===== config.mk =====
export PLATFORM = sky130hd
export DESIGN_NAME = mem_req_arbiter
export DESIGN_NICKNAME = d
export VERILOG_FILES = /design/src/rtl/mem_req_arbiter.sv
export SDC_FILE = /design/constraint.sdc
export NUM_CORES = 1
export LEC_CHECK = 0
export ABC_AREA = 1
export CAP_MARGIN = 0
export CORE_AREA = 3 3 189 191
export CTS_CLUSTER_DIAMETER = 150
export DETAILED_ROUTE_END_ITERATION = 10
export DIE_AREA = 0 0 192 194
export DONT_BUFFER_PORTS = 1
export SYNTH_ARGS = -nofsm -noshare
export SYNTH_HDL_FRONTEND = slang
export SYNTH_SLANG_ARGS = --single-unit

===== constraint.sdc =====
create_clock -name clk -period 7 [get_ports clk]
set_clock_uncertainty 0.05 [all_clocks]
set_input_delay 1.4 -clock clk [delete_from_list [all_inputs] [get_ports clk]]
set_output_delay 1.4 -clock clk [all_outputs]
set_load 0.01 [all_outputs]

===== src/rtl/mem_req_arbiter.sv =====
// Round-robin front end that maps lane load/store requests onto the two read
// ports and one write port of the shared data memory, routing responses back.
module mem_req_arbiter #(
  parameter int NUM_REQ = 4,
  parameter int IDW     = 2
) (
  input  logic                   clk,
  input  logic                   rst_n,
  input  logic [NUM_REQ-1:0]     req_valid,
  output logic [NUM_REQ-1:0]     req_ready,
  input  logic [NUM_REQ-1:0]     req_we,
  input  logic [NUM_REQ*16-1:0]  req_addr,
  input  logic [NUM_REQ*32-1:0]  req_wdata,
  output logic [NUM_REQ-1:0]     resp_valid,
  output logic [NUM_REQ*32-1:0]  resp_data,
  output logic [15:0]            mem_read0,
  input  logic [31:0]            mem_out0,
  output logic [15:0]            mem_read1,
  input  logic [31:0]            mem_out1,
  output logic                   mem_writing,
  output logic [15:0]            mem_waddr,
  output logic [31:0]            mem_wdata
);

  logic [15:0] addr_a  [NUM_REQ];
  logic [31:0] wdata_a [NUM_REQ];
  logic [31:0] rdata_a [NUM_REQ];

  genvar g;
  generate
    for (g = 0; g < NUM_REQ; g++) begin : g_lane
      assign addr_a[g]              = req_addr[16*g +: 16];
      assign wdata_a[g]             = req_wdata[32*g +: 32];
      assign resp_data[32*g +: 32]  = rdata_a[g];
    end
  endgenerate

  logic [IDW-1:0]     rr_ptr, rr_next, idx;
  logic [IDW-1:0]     wr_id, rd0_id, rd1_id;
  logic               wr_found, rd0_found, rd1_found, any_grant;
  logic [NUM_REQ-1:0] grant;

  logic               p0_v, p1_v, pw_v;
  logic [IDW-1:0]     p0_id, p1_id, pw_id;

  // The write is picked first so reads that collide with it can be held back
  // one cycle and then observe the freshly written word.
  always_comb begin
    wr_found  = 1'b0;
    wr_id     = '0;
    rd0_found = 1'b0;
    rd0_id    = '0;
    rd1_found = 1'b0;
    rd1_id    = '0;
    grant     = '0;
    any_grant = 1'b0;
    rr_next   = rr_ptr;
    idx       = '0;
    for (int k = 0; k < NUM_REQ; k++) begin
      idx = IDW'((int'(rr_ptr) + k) % NUM_REQ);
      if (!wr_found && req_valid[idx] && req_we[idx]) begin
        wr_found = 1'b1;
        wr_id    = idx;
      end
    end
    for (int k = 0; k < NUM_REQ; k++) begin
      idx = IDW'((int'(rr_ptr) + k) % NUM_REQ);
      if (req_valid[idx] && !req_we[idx] && !(wr_found && addr_a[idx] == addr_a[wr_id])) begin
        if (!rd0_found) begin
          rd0_found = 1'b1;
          rd0_id    = idx;
        end else if (!rd1_found) begin
          rd1_found = 1'b1;
          rd1_id    = idx;
        end
      end
    end
    if (wr_found)  grant[wr_id]  = 1'b1;
    if (rd0_found) grant[rd0_id] = 1'b1;
    if (rd1_found) grant[rd1_id] = 1'b1;
    for (int k = 0; k < NUM_REQ; k++) begin
      idx = IDW'((int'(rr_ptr) + k) % NUM_REQ);
      if (!any_grant && grant[idx]) begin
        any_grant = 1'b1;
        rr_next   = IDW'((int'(idx) + 1) % NUM_REQ);
      end
    end
  end

  assign req_ready   = rst_n ? grant : '0;
  assign mem_read0   = (rst_n && rd0_found) ? addr_a[rd0_id] : 16'h0;
  assign mem_read1   = (rst_n && rd1_found) ? addr_a[rd1_id] : 16'h0;
  assign mem_writing = rst_n & wr_found;
  assign mem_waddr   = mem_writing ? addr_a[wr_id]  : 16'h0;
  assign mem_wdata   = mem_writing ? wdata_a[wr_id] : 32'h0;

  always_ff @(posedge clk or negedge rst_n) begin
    if (!rst_n) begin
      rr_ptr <= '0;
      p0_v   <= 1'b0;
      p0_id  <= '0;
      p1_v   <= 1'b0;
      p1_id  <= '0;
      pw_v   <= 1'b0;
      pw_id  <= '0;
    end else begin
      rr_ptr <= rr_next;
      p0_v   <= rd0_found;
      p0_id  <= rd0_id;
      p1_v   <= rd1_found;
      p1_id  <= rd1_id;
      pw_v   <= wr_found;
      pw_id  <= wr_id;
    end
  end

  // Memory read data is already registered, so responses are a pure mux.
  always_comb begin
    resp_valid = '0;
    rdata_a    = '{default: '0};
    if (p0_v) begin
      resp_valid[p0_id] = 1'b1;
      rdata_a[p0_id]    = mem_out0;
    end
    if (p1_v) begin
      resp_valid[p1_id] = 1'b1;
      rdata_a[p1_id]    = mem_out1;
    end
    if (pw_v) begin
      resp_valid[pw_id] = 1'b1;
      rdata_a[pw_id]    = 32'h0;
    end
  end

endmodule


==> flow_summary.toml <==
[drt]
drt-pass1-iter-count = 6
detailedRoute.firstIterationViolations = 1457
route.antenna.remaining_nets = 0
detail_route.drc_violations = 0
vias_per_cell = 5.79
wire_per_inst_um = 23.3
vias_after_detailed_routing = 13200
routed_wirelength_um = 53200

[cells_and_area]
nets = 2096
regArea_um2 = 279
multi_input_comb_area_um2 = 7500
n_antenna_cell = 0
n_fill_cell = 3889
drive_gt1_frac = 0.127
syn_to_final_growth_pct = 15.6

[sta]
worst_pin_slew_ns = 1.29
final.period_utilization = 0.977
max_freq_ghz = 0.146
report.final.slew_viol_count = 0
hold_viol_final = 0
post-route-min-period_ns = 6.84
setup_slack_ns = 0.164
setup_viol = 0
max-slew-margin-rel = 0.142

[global_routing]
grt_pass1_vias = 11700
grt_first_pass_wirelength_um = 74500
grt.total_usage = 0.258
grt_max_degree = 83
globalRoute.totalOverflow = 0
grt_antenna_before_repair = 4

[place]
placement.io_buffers = 0
globalplace.congestion = 1.01
detailedPlacementHpwl_um = 41400
place_ws_ns = -0.251

[synthesis]
synth-seq-cells = 11
syn_avg_cell_area_um2 = 4.86
synth_top_flop_cell = "sky130_fd_sc_hd__dfrtp_1"
synth_sequential_area_ratio = 0.0307
postSynthNetCount = 2111
synth_cells = 1843
synthDominantCellAreaShare = 0.230
yosys.cell_count.top_type = "sky130_fd_sc_hd__nand2_1"
synth.distinct_cells = 39
synth.top_cells.by_area = "sky130_fd_sc_hd__nand2_1 23%, sky130_fd_sc_hd__o21ai_0 14%, sky130_fd_sc_hd__inv_1 10%"
cell_type_with_the_largest_total_area_after_synthesis = "sky130_fd_sc_hd__nand2_1"
cell_area_after_synthesis_um2 = 8950
synth-warning-count = 0
synth-edff-count = 0
synth_top_cells_by_count = "549 x sky130_fd_sc_hd__nand2_1, 243 x sky130_fd_sc_hd__o21ai_0, 242 x sky130_fd_sc_hd__inv_1"
synth-async-reset-ratio = 1.00

[floorplan]
ios = 483
fp.dieH_um = 194
core_um2 = 34300
start_util = 0.261
rows = 68
die_w_um = 192
die-area_um2 = 37200

[critical_path]
worst-setup-path-type = "input pin to primary output"
critPathSlowestCell = "sky130_fd_sc_hd__a21oi_1"
max_stage_delay_ns = 0.39
crit_fanout = 7
critical_path_arrival_ns = 5.39
critical_path.endpoint_type = "primary output"
worst_path_most_repeated_cell = "sky130_fd_sc_hd__nand2_1"
start_kind = "input pin"
data_required_time_at_the_worst_endpoint_ns = 5.55

[worst_hold_path]
hold_path_class = "input pin to asynchronous set/reset pin"

[cts]
tritoncts = "done"
root_buffer_master = "sky130_fd_sc_hd__clkbuf_16"
clock_tree.htree_level_count = 1
cts_inserted_buffers = 3
cts.sink_count = 11
clock_latency_ns = 0.24
clock_path_buffers = 2
cts.clk_slew.worst_paths_ns = 0.04

[outcome]
status = "finished clean"

[job]
max_cap_viol_count = 0
-- worst max-delay path: cells and delay by family --
family / cells / cell delay, ns
AOI/OAI and AO/OA: 2 / 0.64
adders and majority gates: 1 / 0.25
buffers and inverters: 7 / 0.93
and+or+nand+nor: 22 / 2.16
-- cells in the final DEF, fill, tap and decap left out, types with 4 or more instances in the layout --
cell | Yosys | layout
sky130_fd_sc_hd__inv_2 | 7 | 5
sky130_fd_sc_hd__a22oi_1 | 64 | 64
sky130_fd_sc_hd__o22ai_1 | 60 | 60
sky130_fd_sc_hd__nand3b_1 | 40 | 40
sky130_fd_sc_hd__nand4_1 | 11 | 11
sky130_fd_sc_hd__nand2_2 | 52 | 55
sky130_fd_sc_hd__dfrtp_1 | 11 | 10
sky130_fd_sc_hd__buf_4 | 5 | 83
sky130_fd_sc_hd__clkbuf_16 | 0 | 6
sky130_fd_sc_hd__nor2_1 | 123 | 118
sky130_fd_sc_hd__nand3_1 | 97 | 94
sky130_fd_sc_hd__a211oi_1 | 20 | 16
sky130_fd_sc_hd__nand2_1 | 549 | 519
sky130_fd_sc_hd__o21ai_0 | 243 | 242
sky130_fd_sc_hd__nand3_2 | 5 | 8
sky130_fd_sc_hd__o21ai_1 | 8 | 9
sky130_fd_sc_hd__a21oi_1 | 136 | 136
sky130_fd_sc_hd__xor2_1 | 9 | 9
sky130_fd_sc_hd__nor2_2 | 3 | 8
sky130_fd_sc_hd__o221ai_1 | 10 | 10
sky130_fd_sc_hd__buf_12 | 0 | 10
sky130_fd_sc_hd__a211oi_2 | 0 | 4
sky130_fd_sc_hd__inv_1 | 242 | 242
sky130_fd_sc_hd__a221oi_1 | 4 | 4
sky130_fd_sc_hd__nand2_4 | 6 | 31
-- path summary, 6_finish.rpt --
check,startpoint,to,slack (ns),depth (start not counted)
max in group asynchronous,rst_n,rr_ptr[0],6.02,0
min,rst_n,rr_ptr[1],0.80,0
max,req_we[2],req_ready[3],0.16,32
min in group clk,rr_ptr[1],rr_ptr[1],0.95,5
max reg2reg,rr_ptr[0],rr_ptr[0],1.83,36
min reg2reg,rr_ptr[1],rr_ptr[1],0.95,5
-- layer usage --
| layer | track usage | wire [um] | up-vias |
|---|---|---|---|
| met5 | 0 | 66 | - |
| met4 | 0.104 | 2780 | 4 |
| met3 | 0.0683 | 6520 | 179 |
| met2 | 0.428 | 24200 | 961 |
| met1 | 0.315 | 19700 | 6010 |
| li1 | - | - | 6068 |
-- what timing repair did --
action                     CTS  global route
hold endpoints to repair     0             0
hold buffers                 0             0
pin swaps                    2            20
setup buffers                0            30
cloned                       0             3
gates resized for setup      7            80
setup endpoints to repair    6            35
-- area by class of cell --
type / instances / share of cell area
inverter: 250 / 0.0926
sequential: 11 / 0.0270
tap: 455 / 0.0550
multi-input combinational: 1461 / 0.725
timing repair buffer: 101 / 0.0929
clock buffer: 4 / 0.00761
-- flip-flops by register name (all words and copies together) (netlist names) --
name / flops
pw_v: 1
p1_v: 1
pw_id: 2
rr_ptr: 2
p1_id: 2
p0_id: 2
p0_v: 1
-- stage by stage --
| step | TNS, ns | instances | utilization | hold WS (ns) | cell area [um2] |
|---|---|---|---|---|---|
| 2_1_floorplan | 0 | 1843 | - | 0.823 | 8950 |
| 3_3_place_gp | -0.394 | 2245 | 0.279 | 0.932 | 9580 |
| 3_5_place_dp | -0.697 | 2245 | 0.279 | 0.934 | 9580 |
| 4_1_cts | 0 | 2249 | 0.283 | 0.803 | 9690 |
| 5_1_grt | -0.117 | 2282 | 0.302 | 0.802 | 10400 |
| 6_report | 0 | 2282 | 0.302 | 0.803 | 10400 |
-- kinds of logic (layout without fill, tap and decap cells) --
| logic type | count (synthesis) | count (layout) | synth area share |
|---|---|---|---|
| AO/OA/AOI/OAI | 550 | 550 | 0.347 |
| buffers and inverters | 371 | 355 | 0.165 |
| adder cells (fa/ha/maj) | 2 | 2 | 0.00279 |
| XOR/XNOR | 9 | 9 | 0.00881 |
| AND/OR/NAND/NOR | 900 | 900 | 0.446 |
| flip-flops | 11 | 11 | 0.0307 |
Power is not shown: default switching activity piles up to over one toggle a cycle in this logic, so the estimate is an artifact.
